### config.mk
export PLATFORM = sky130hd
export DESIGN_NAME = sys_led_monitor
export DESIGN_NICKNAME = d
export VERILOG_FILES = /design/src/rtl/sys_led_monitor.sv
export SDC_FILE = /design/constraint.sdc
export NUM_CORES = 1
export LEC_CHECK = 0
export CORE_MARGIN = 1.5
export CORE_UTILIZATION = 30
export CTS_BUF_LIST = sky130_fd_sc_hd__clkbuf_8
export DETAILED_ROUTE_END_ITERATION = 16
export GPL_ROUTABILITY_DRIVEN = 0
export PLACE_DENSITY = 0.72
export SYNTH_ARGS = -nofsm -noshare
export SYNTH_HDL_FRONTEND = slang
export SYNTH_SLANG_ARGS = --single-unit
### constraint.sdc
create_clock -name clk -period 1.9 [get_ports clk]
set_input_delay 0.285 -clock clk [delete_from_list [all_inputs] [get_ports clk]]
set_output_delay 0.285 -clock clk [all_outputs]
set_load 0.02 [all_outputs]
### src/rtl/sys_led_monitor.sv
// Board-level LED debug monitor: shows one LED_W-bit slice of a selected probe
// word, with static, timed scroll, frozen-snapshot scroll and button-step modes.
module sys_led_monitor #(
    parameter  int CHANNELS = 8,
    parameter  int DATA_W   = 32,
    parameter  int LED_W    = 8,
    parameter  int DIVISOR  = 1,
    localparam int SEL_W    = $clog2(CHANNELS),
    localparam int NSLICE   = DATA_W / LED_W,
    localparam int IDX_W    = (NSLICE > 1) ? $clog2(NSLICE) : 1
) (
    input  logic                       clk,
    input  logic                       SYS_reset_n,
    input  logic [SEL_W-1:0]           SYS_output_sel,
    input  logic [1:0]                 SYS_mode,
    input  logic                       SYS_step,
    input  logic [CHANNELS*DATA_W-1:0] ch_data,
    output logic [LED_W-1:0]           SYS_leds,
    output logic [IDX_W-1:0]           slice_idx,
    output logic                       tick
);

    localparam logic [1:0] MODE_STATIC = 2'b00;
    localparam logic [1:0] MODE_SCROLL = 2'b01;
    localparam logic [1:0] MODE_SNAP   = 2'b10;
    localparam logic [1:0] MODE_STEP   = 2'b11;

    localparam int CNT_W = (DIVISOR > 1) ? $clog2(DIVISOR) : 1;
    localparam logic [CNT_W-1:0] CNT_LAST   = CNT_W'(DIVISOR - 1);
    localparam logic [IDX_W-1:0] SLICE_LAST = IDX_W'(NSLICE - 1);

    logic [CNT_W-1:0]  cnt_q, cnt_d;
    logic              tick_q, tick_d;
    logic [IDX_W-1:0]  slice_q, slice_d;
    logic [LED_W-1:0]  leds_q, leds_d;
    logic [DATA_W-1:0] snap_q, snap_d;
    logic [1:0]        mode_q;
    logic [SEL_W-1:0]  sel_q;
    logic [2:0]        sync_q, sync_d;

    logic [DATA_W-1:0] live_w, src_w;
    logic              restart_w, advance_w, step_edge_w;

    // Out-of-range selects fall through to the all-zero default.
    always_comb begin
        // NOTE: every combinational output gets a default first so no path
        // through the block can leave it unassigned and infer a latch.
        live_w = '0;
        for (int c = 0; c < CHANNELS; c++) begin
            if (SYS_output_sel == SEL_W'(c)) begin
                live_w = ch_data[c*DATA_W +: DATA_W];
            end
        end
    end

    assign src_w = (SYS_mode == MODE_SNAP) ? snap_q : live_w;

    always_comb begin
        leds_d = '0;
        for (int s = 0; s < NSLICE; s++) begin
            if (slice_q == IDX_W'(s)) begin
                leds_d = src_w[s*LED_W +: LED_W];
            end
        end
    end

    // tick is registered from the next count so it stays aligned with cnt_q == DIVISOR-1.
    assign cnt_d  = (cnt_q == CNT_LAST) ? '0 : cnt_q + CNT_W'(1);
    assign tick_d = (cnt_d == CNT_LAST);

    // sync_q[1] is the synchronised button, sync_q[2] its delayed copy.
    assign sync_d      = {sync_q[1:0], SYS_step};
    assign step_edge_w = sync_q[1] & ~sync_q[2];

    assign restart_w = (SYS_mode != mode_q) || (SYS_output_sel != sel_q);

    always_comb begin
        advance_w = 1'b0;
        case (SYS_mode)
            MODE_SCROLL, MODE_SNAP: advance_w = tick_q;
            MODE_STEP:              advance_w = step_edge_w;
            default:                advance_w = 1'b0;
        endcase
    end

    always_comb begin
        slice_d = slice_q;
        if (restart_w) begin
            slice_d = '0;
        end else if (advance_w) begin
            slice_d = (slice_q == SLICE_LAST) ? '0 : slice_q + IDX_W'(1);
        end
    end

    assign snap_d = (restart_w && (SYS_mode == MODE_SNAP)) ? live_w : snap_q;

    always_ff @(posedge clk or negedge SYS_reset_n) begin
        if (!SYS_reset_n) begin
            cnt_q   <= '0;
            tick_q  <= 1'b0;
            slice_q <= '0;
            leds_q  <= '0;
            snap_q  <= '0;
            mode_q  <= MODE_STATIC;
            sel_q   <= '0;
            sync_q  <= '0;
        end else begin
            // NOTE: non-blocking assignments so every register samples the
            // pre-edge values regardless of statement order.
            cnt_q   <= cnt_d;
            tick_q  <= tick_d;
            slice_q <= slice_d;
            leds_q  <= leds_d;
            snap_q  <= snap_d;
            mode_q  <= SYS_mode;
            sel_q   <= SYS_output_sel;
            sync_q  <= sync_d;
        end
    end

    assign SYS_leds  = leds_q;
    assign slice_idx = slice_q;
    assign tick      = tick_q;

endmodule

Word level (Yosys, flattened, before mapping):

Cells that the tools add are included.

* add/sub/neg operators: 2
* reduce and logical (&&, ||, !) cells: 6
* equal/unequal tests: 15
* multiplexer cells: 18
* bitwise operators: 3

Operators by type and width (count)
* two-way mux 32 bit: 9
* two-way mux 8 bit: 4
* == test 3 bit (second input constant): 4
* == test 2 bit (second input constant): 4
* == test 3 x 2 -> 1 bit (second input constant): 2
* two-way mux 2 bit: 3
* == test 2 x 1 -> 1 bit (second input constant): 2
* == test 3 x 1 -> 1 bit (second input constant): 1
* zero test 3 bit: 1
* inequality test 3 bit: 1
* adder 2 x 1 -> 2 bit (second input constant): 1
* zero test 2 bit: 1
* inequality test 2 bit: 1
* NOT 1 bit: 2
* case mux 1 bit (2 select lines): 1
* nonzero test 2 bit: 1
* OR reduction 2 bit: 1
* adder 1 bit (second input constant): 1
* bitwise AND 1 bit: 1
* logical AND 1 bit: 1
* logical OR 1 bit: 1
* two-way mux 1 bit: 1

* output and inout port bits: 11
* word-level logic and storage cells: 52
* bits in registers: 52

Depth between registers and ports, before layout:

Gate-level depths: netlist of the first run.

* depth after elaboration: 14
* mapped depth: 9

Least setup slack after synthesis of the first run:

No wires, ideal clock.

* path kind: reg2reg
* start point: register slice_q[0] (netlist: slice_idx[0])
* end point: register leds_q[7] (netlist: SYS_leds[7])
* data required time: 1763 ps
* cell stages (with the launch flop): 9
* buffers on the path: 1
* path slack: -75 ps
* clock period less this slack: 1975 ps
* setup time: 137 ps
* arrival: 1838 ps
* cell sequence: dfrtp_1 inv_1 ha_1 nor2b_1 clkbuf_1 a22oi_1 o21ai_0 or3_1 a2bb2oi_1

* cells in the longest elaborated chain, start to end: 5
* elaborated cells between the ends (all ways): 8
* those cells by class: 3 x eq/ne; 4 x mux; 1 x reduce/logical

Ends and longest elaborated chain
* start, declared: RTL line 34 `logic [IDX_W-1:0] slice_q, slice_d;`
* start signal, assigned: RTL line 112 `slice_q <= slice_d;`
* zero test 2 bit: RTL line 61 `if (slice_q == IDX_W'(s)) begin`
* two-way mux 8 bit (3 in series): RTL line 61
* two-way mux 8 bit *: RTL line 61
* named net leds_d[7]: RTL line 35 `logic [LED_W-1:0] leds_q, leds_d;`
* end signal, assigned: RTL line 113 `leds_q <= leds_d;`
* end, declared: RTL line 35

The timed path passes the listed nets; every way through them passes the cells marked *.
A chain may end at the register's enable or synchronous reset.

Worst setup path in the final report of the first run:

* start point: input port ch_data[167]
* end point: register leds_q[7] (netlist: SYS_leds[7])

* cells in the longest elaborated chain, start to end: 8

Ends and longest elaborated chain
* start, declared: RTL line 17 `input logic [CHANNELS*DATA_W-1:0] ch_data,`
* two-way mux 32 bit (3 in series): RTL line 50 `if (SYS_output_sel == SEL_W'(c)) begin`
* two-way mux 32 bit: RTL line 56 `assign src_w = (SYS_mode == MODE_SNAP) ? snap_q : live_w;`
* two-way mux 8 bit (4 in series): RTL line 61
* named net leds_d[7]: RTL line 35

The timed path passes the listed nets, and every way through them passes these cells.

==> impl_metrics.toml, run 1 <==
[synthesis]
synthTopCellsByCount = "nand2_1, o21ai_0, dfrtp_1"
synth_area_um2 = 4700
synth_seq_cells = 51
ys_top_cells_by_area = "dfrtp_1, mux4_2, mux2i_1"
synth_top_cell_area_share = 0.271
ys_seq_area_frac = 0.271
yosys.area.top_type = "dfrtp_1"
yosysMostFrequentCell = "nand2_1"
synth_nets = 783
netlist-cell-type-count = 59
avgSynthCellArea_um2 = 9.18
async_flop_share = 1.00
ys.flop_type = "dfrtp_1"
synth_enable_flop_cells = 0
synth_cells = 512
ys_warn_count = 0

[floorplanning]
rows = 45
boundaryPins = 275
die_x_um = 128
die_h_um = 128
fp.dieArea_um2 = 16400
start_util = 0.308
coreArea_um2 = 15300

[grt]
antenna_found_initial = 1
grt_pass1_vias = 5696
grt_max_degree = 30
grt_overflow = 0
grt.total_usage = 0.240
grt_first_pass_wirelength_um = 30400

[timing]
finalMaxSlewViolations = 0
hold_viol_final = 0
setup-tns-final_ns = 0
tightestPinTransition_ns = 0.730
maxSlewHeadroom = 0.512
fmax_mhz = 542
min_period_over_period = 0.972
holdWs_ns = 0.374
setup_viol = 0
fin_crit_ns = 1.85
finClkSkew_ns = 0.00960

[cts]
clkLatencyLatePin_ns = 0.31
tritoncts = "yes"
clkTransAtPathRegs_ns = 0.09
cts_inserted_buffers = 5
htree_levels = 2
cts_root_buf = "clkbuf_8"
clock_path_buffers = 2
cts_sinks = 51

[drt]
viasPerCell = 5.14
drc = 0
ant_nets = 0
drt_iter0_markers = 357
dr.pass1.iters = 5
totalWireLength_um = 19700
vias = 5429
wl_per_cell_um = 18.7

[critical_path]
cp_max_fo = 2
cp_top_family = "multiplexers"
cp_num_buf_inv = 2
cp_cell_sequence = "clkdlybuf4s50_1, mux4_2, mux2i_2, buf_4, nor2_1, or3_1, a2bb2oi_1"
path_class = "in -> reg"
worst_setup_path_start_kind = "input pin"
cp_slowest_stage_delay_ns = 0.48
worstPathArrival_ns = 2.04
slowest_stage = "mux4_2"
cp_data_required_time_ns = 2.09
cp-end-kind = "register"

[power_and_ir_drop]
internal_power_w = 0.00256
power_density_nw_per_um2 = 440
swShare = 0.307
switching_power_w = 0.00113
ir_worst_vdd_mv = 0.298
comb_power_share = 0.465
clock_power_share = 0.170
seqPwrFrac = 0.365
p_leak_nw = 3.43

[placed_design]
port_buffers = 274
place.detailed.hpwl_um = 16800

[final_layout]
n_fill_cell = 1393
drive_above_1_share = 0.198
syn_to_final_growth_pct = 78.5
nets = 1114

[run_status]
status = "finished, final reports clean"

[flow_run]
cap_violations = 0

[min_path]
min_path_type = "reg -> reg"
[registers in the layout, summed over array words and instances (netlist names)]
register   cells
SYS_leds       8
tick           1
sync_q         3
slice_idx      2
mode_q         2
sel_q          3
snap_q        32
[per-stage QoR]
step	power [W]	instance area (µm²)	setup slack, ns	instances	util
floorplan	0.00207	4700	0.0134	512	-
global placement	0.00304	8220	-0.244	1046	0.538
detailed placement	0.00306	8220	-0.274	1046	0.538
CTS	0.00369	8320	0.0350	1055	0.545
global route	0.00389	8390	-0.0482	1056	0.550
finish	0.00369	8390	0.0533	1056	0.550
[cell usage in the layout (no fill, tap or decap), drive strengths merged, types with 3 or more instances in the layout]
cell type	Yosys	layout
o21ai	64	64
a31oi	5	5
mux2i	41	41
o2bb2ai	4	4
xor2	3	3
o31ai	4	4
clkbuf	15	5
buf	31	99
dfrtp	51	51
o221ai	3	3
mux4	31	31
o211ai	3	3
nand2b	6	6
a31o	3	3
nand2	56	56
a221oi	6	6
nor3	8	8
a221o	5	5
clkdlybuf4s50	0	270
nand3	9	9
a211oi	6	6
nor2b	6	6
a211o	3	3
nor2	30	30
a21o	6	6
inv	12	13
ha	7	7
a22o	9	9
o311ai	3	3
a22oi	9	9
mux2	11	11
a21oi	35	35
o22ai	4	4
[power groups by stage]
stage / Sequential (W) / Clock [W] / Combinational [W]
after floorplan: 0.00137 / 0 / 0.000695
after global placement: 0.00136 / 0 / 0.00168
after detailed placement: 0.00137 / 0 / 0.00170
after CTS: 0.00135 / 0.000636 / 0.00171
after global routing: 0.00137 / 0.000672 / 0.00185
final: 0.00135 / 0.000626 / 0.00172
[cell families (layout without fill, tap and decap cells)]
| family | after synthesis | in the layout | share of synthesized area |
|---|---|---|---|
| buffers and inverters | 59 | 391 | 0.0692 |
| xor gates and xnor gates | 5 | 5 | 0.00932 |
| adders and majority gates | 7 | 7 | 0.0186 |
| and+or+nand+nor | 121 | 121 | 0.112 |
| muxes | 83 | 83 | 0.262 |
| DFF | 51 | 51 | 0.271 |
| other | 1 | 2 | 0.000798 |
| AOI/OAI and AO/OA | 185 | 185 | 0.257 |
[worst paths after layout]
kind,cells after the start,startpoint,endpoint,slack [ns]
hold reg to reg,0,sync_q[0],sync_q[1],0.37
hold / removal,0,sync_q[0],sync_q[1],0.37
max in group asynchronous,3,SYS_reset_n,snap_q[19],0.84
setup / recovery,7,ch_data[167],SYS_leds[7],0.05
min in group asynchronous,2,SYS_reset_n,tick,0.50
setup reg to reg,8,slice_idx[0],SYS_leds[5],0.06
[final cells by class]
class | instances | area (µm²) | area share
inverters | 13 | 48.8 | 0.00581
diodes | 1 | 2.50 | 0.000298
flip-flops and latches | 51 | 1280 | 0.152
multi-input cells | 402 | 3170 | 0.378
clock buffers | 5 | 68.8 | 0.00820
clock inverters | 3 | 16.3 | 0.00194
well taps | 211 | 264 | 0.0315
repair buffers | 370 | 3540 | 0.422
[routing by layer]
metal,track usage,vias to the layer above,part of all wire
li1,-,2610,-
met1,0.304,2568,0.40
met2,0.418,228,0.51
met3,0.0430,23,0.067
met4,0.0648,0,0.019
met5,0,-,0
[repair_timing]
action,CTS,global route
setup buffers,0,0
resized for setup,2,19
hold buffers,1,0
endpoints found under the hold margin,22,0
pin swaps,0,2
setup endpoints to repair,4,8
Note: power is estimated with default switching activity, not from simulation.
==> run 2, diff against run 1 <==
CORE_UTILIZATION = 36   (was 30)
PLACE_DENSITY = 0.83   (was 0.72)
==> impl_metrics.toml, run 2 (synthesized netlist as in run 1, its figures left out) <==
[run_status]
status = "finished, final reports clean"

[placed_design]
place.detailed.hpwl_um = 17000
port_buffers = 274
post-place-ws_ns = -0.287

[power_and_ir_drop]
ir_worst_vdd_mv = 0.242
comb_power_share = 0.460
internal_power_w = 0.00262
switching_power_w = 0.00114
seqPwrFrac = 0.360
p_leak_nw = 3.42
power_density_nw_per_um2 = 454
clock_power_share = 0.180
swShare = 0.303

[critical_path]
cp-end-kind = "register"
path_class = "in -> reg"
rr_endpoint = "SYS_leds[3]"
cp_max_fo = 8
cp_data_required_time_ns = 2.10
ff2ff_path_depth = 9
worst_setup_path_start_kind = "input pin"
worstPathArrival_ns = 2.09
rr_startpoint = "slice_idx[0]"
rrSetupSlack_ns = 0.03

[cts]
cts_sinks = 51
tritoncts = "yes"
cts_inserted_buffers = 5
cts_setup_buffers = 0
cts_root_buf = "clkbuf_8"
clkTransAtPathRegs_ns = 0.09
htree_levels = 2
clkLatencyLatePin_ns = 0.31
clock_path_buffers = 2

[timing]
fmax_mhz = 529
setup_viol = 0
min_period_over_period = 0.995
hold_viol_final = 0
tightestPinTransition_ns = 0.539
finClkSkew_ns = 0.00558
rsz0062_at_grt = "true"
fin_crit_ns = 1.89
maxSlewHeadroom = 0.640
setup_ws_ns = 0.00997
finalMaxSlewViolations = 0

[min_path]
min_to = "sync_q[1]"
min_path_type = "reg -> reg"
holdPathStages = 0
min_from = "sync_q[0]"

[drt]
viasPerCell = 5.67
route.met3.wl_um = 1580
wl_met1_um = 7700
drt_iter0_markers = 414
highest_layer = "met4"
vias = 5754
totalWireLength_um = 20300
wl_met2_um = 10400
dr.pass1.iters = 6
drc = 0
ant_nets = 0
wl_per_cell_um = 20.0

[grt]
grt_first_pass_wirelength_um = 30800
grt.total_usage = 0.293
antenna_found_initial = 0
grt_pass1_vias = 6031
grt_max_degree = 31
grt_overflow = 0

[final_layout]
multi_input_area_um2 = 3130
mostFrequentLayoutCells = "clkdlybuf4s50_1, buf_4, nand2_1"
antenna_cells = 0
drive_above_1_share = 0.191
n_fill_cell = 936
largest_register_ff_count = 32
nets = 1112
seqCellArea_um2 = 1280
syn_to_final_growth_pct = 76.7
regMostFlops = "snap_q"
final_common_cell = "clkdlybuf4s50_1"
utilization = 0.656

[floorplanning]
start_util = 0.371
fp.dieArea_um2 = 13800
die_x_um = 117
coreArea_um2 = 12700
boundaryPins = 275
rows = 41
die_h_um = 117

[flow_run]
cap_violations = 0
[run 2: cell count changes in the layout (fill, tap and decap cells not counted), sizes merged]
cell / before / now
buf: 99 / 97
clkbuf: 5 / 7
clkinv: 2 / 0
diode: 1 / 0
[run 2: worst max path at each step]
stage	endpoint	from	slack, ns	depth (start not counted)
3_5_place_dp	SYS_leds[5]	SYS_mode[0]	-0.29	7
2_1_floorplan	SYS_leds[7]	slice_idx[0]	0.01	8
6_report	SYS_leds[3]	SYS_mode[1]	0.01	7
3_3_place_gp	SYS_leds[5]	SYS_output_sel[1]	-0.36	8
5_1_grt	SYS_leds[3]	slice_idx[0]	-0.07	9
4_1_cts	SYS_leds[3]	SYS_mode[1]	0.02	7
[run 2: per-stage QoR]
step	hold slack (ns)	total power [W]	setup TNS [ns]	std cells	area [µm²]
5_1_grt	0.392	0.00395	-0.362	1014	8310
2_1_floorplan	-0.0106	0.00207	0	512	4700
3_5_place_dp	0.292	0.00307	-7.14	1005	8170
3_3_place_gp	0.280	0.00301	-3.11	1005	8170
6_report	0.380	0.00377	0	1014	8310
4_1_cts	0.382	0.00374	0	1014	8280
[run 2: power by group through the flow]
stage / Clock (W) / Combinational [W] / Sequential [W]
finish: 0.000680 / 0.00173 / 0.00136
global route: 0.000730 / 0.00185 / 0.00137
global placement: 0 / 0.00165 / 0.00136
floorplan: 0 / 0.000695 / 0.00137
detailed placement: 0 / 0.00170 / 0.00137
CTS: 0.000678 / 0.00171 / 0.00135
[run 2: repair_timing]
item / 4_1_cts / 5_1_grt
pin swaps: 0 / 1
gates cloned: 0 / 0
resized for setup: 1 / 10
endpoints found under the hold margin: 21 / 0
setup endpoints to repair: 1 / 19
hold buffers: 1 / 0
[run 2: routing by layer]
metal,global-route usage,vias up
met5,0,-
met1,0.360,2744
li1,-,2605
met3,0.0551,57
met2,0.512,348
met4,0.108,0
[run 2: cell type report]
type,count,area share
Timing Repair Buffer,368,0.425
Multi-Input combinational cell,402,0.376
Sequential cell,51,0.154
Tap cell,172,0.0259
Clock buffer,7,0.0116
Inverter,13,0.00633
Clock inverter,1,0.000452
[run 2: worst max-delay path: stages]
cell             delay (ns)
clkdlybuf4s50_1        0.56
ha_2                   0.25
clkinvlp_4             0.19
o21ai_1                0.24
o221a_1                0.23
o31ai_1                0.08
o221a_1                0.26
==> run 3, diff against run 2 <==
CORE_UTILIZATION = 35   (was 36)
CTS_BUF_LIST = not set   (was sky130_fd_sc_hd__clkbuf_8)
MAX_ROUTING_LAYER = met4   (was not set)
PLACE_DENSITY = 0.81   (was 0.83)
==> impl_metrics.toml, run 3 (synthesized netlist as in run 1, its figures left out) <==
[floorplanning]
coreArea_um2 = 13200
die_h_um = 119
start_util = 0.356
die_x_um = 119
rows = 42
fp.dieArea_um2 = 14100
boundaryPins = 275

[drt]
highest_layer = "met4"
dr.pass1.iters = 5
wl_met1_um = 8150
totalWireLength_um = 20500
drc = 0
route.met3.wl_um = 1230
drt_iter0_markers = 457
wl_met2_um = 10300
viasPerCell = 5.52
ant_nets = 0
wl_per_cell_um = 20.1
vias = 5640

[grt]
antenna_found_initial = 1
grt_pass1_vias = 6072
grt_first_pass_wirelength_um = 31800
grt.total_usage = 0.294
grt_max_degree = 27
grt_overflow = 0

[flow_run]
cap_violations = 0

[final_layout]
largest_register_ff_count = 32
syn_to_final_growth_pct = 78.9
mostFrequentLayoutCells = "clkdlybuf4s50_1, buf_4, nand2_1"
regMostFlops = "snap_q"
instances_no_fill = 1022
final_common_cell = "clkdlybuf4s50_1"
utilization = 0.638
nets = 1115
drive_above_1_share = 0.202

[run_status]
status = "finished, final reports clean"

[cts]
clock_path_buffers = 2
clkLatencyLatePin_ns = 0.29
htree_levels = 2
postCtsHoldBufs = 0
cts_sinks = 51
clkTransAtPathRegs_ns = 0.06
tritoncts = "yes"
cts_root_buf = "clkbuf_16"
cts_inserted_buffers = 5

[critical_path]
worstPathArrival_ns = 2.01
cp-end-kind = "register"
worst_setup_path_start_kind = "input pin"
path_class = "in -> reg"
cp_data_required_time_ns = 2.07
cp_max_fo = 11

[timing]
min_period_over_period = 0.969
hold_viol_final = 0
maxSlewHeadroom = 0.589
tightestPinTransition_ns = 0.617
holdWs_ns = 0.00659
finalMaxSlewViolations = 0
fin_crit_ns = 1.84
fmax_mhz = 543
rsz0062_at_grt = "true"
setup_viol = 0
finClkSkew_ns = 0.00474

[power_and_ir_drop]
power_density_nw_per_um2 = 474
clock_power_share = 0.226
switching_power_w = 0.00116
internal_power_w = 0.00282
comb_power_share = 0.434
swShare = 0.292
seqPwrFrac = 0.340
p_leak_nw = 3.46
ir_worst_vdd_mv = 0.335

[min_path]
min_path_type = "in -> async"

[placed_design]
dp_cells = 1011
port_buffers = 274
place.detailed.hpwl_um = 17200
-- run 3: cell types whose count changed in the layout (fill, tap and decap cells not counted), sizes merged --
cell / change
buf: +4
clkinv: +2
clkinvlp: -1
diode: +1
dlygate4sd3: -1
inv: -1
-- run 3: final timing paths --
check | to | startpoint | slack (ns) | cells past startpoint
max reg2reg | SYS_leds[6] | slice_idx[0] | 0.09 | 9
max in group asynchronous | snap_q[16] | SYS_reset_n | 1.34 | 2
min in group clk | sync_q[1] | sync_q[0] | 0.37 | 0
min reg2reg | sync_q[1] | sync_q[0] | 0.37 | 0
max | snap_q[22] | SYS_mode[1] | 0.06 | 8
min | sync_q[2] | SYS_reset_n | 0.007 | 1
-- run 3: power by group through the flow --
stage | registers, W | clock network [W] | logic (W)
4_1_cts | 0.00135 | 0.000910 | 0.00170
3_5_place_dp | 0.00137 | 0 | 0.00169
3_3_place_gp | 0.00136 | 0 | 0.00164
5_1_grt | 0.00137 | 0.000949 | 0.00184
2_1_floorplan | 0.00137 | 0 | 0.000695
6_report | 0.00135 | 0.000899 | 0.00173
-- run 3: through the flow --
step	TNS [ns]	setup WS (ns)	area [µm²]	power (W)
6_report	0	0.0586	8410	0.00398
4_1_cts	-0.00436	-0.00436	8320	0.00396
2_1_floorplan	0	0.0134	4700	0.00207
3_5_place_dp	-6.93	-0.346	8160	0.00306
5_1_grt	-0.0841	-0.0245	8410	0.00417
3_3_place_gp	-5.27	-0.449	8160	0.00300
-- run 3: per-layer routing --
layer	vias to the layer above	GRT usage
met4	0	0.120
li1	2616	-
met3	65	0.0350
met2	288	0.496
met5	-	-
met1	2671	0.359
-- run 3: final cells by class --
cell class | instances | area (µm²)
inverters | 13 | 48.8
fillers | 1030 | 4780
diodes | 1 | 2.50
clock inverters | 1 | 5.00
multi-input cells | 402 | 3170
repair buffers | 371 | 3540
well taps | 176 | 220
clock buffers | 7 | 143
flip-flops and latches | 51 | 1280
-- run 3: timing repair --
item,4_1_cts,5_1_grt
setup endpoints to repair,4,28
pin swaps,1,3
resized for setup,6,21
hold endpoints to repair,0,0
setup buffers,0,2
-- run 3: worst max-delay path, cell delays in order --
cell             delay (ns)
clkdlybuf4s50_1        0.43
buf_4                  0.17
xor2_1                 0.16
nor3_1                 0.18
nand3_1                0.17
nand2_2                0.12
buf_6                  0.15
mux2_2                 0.35
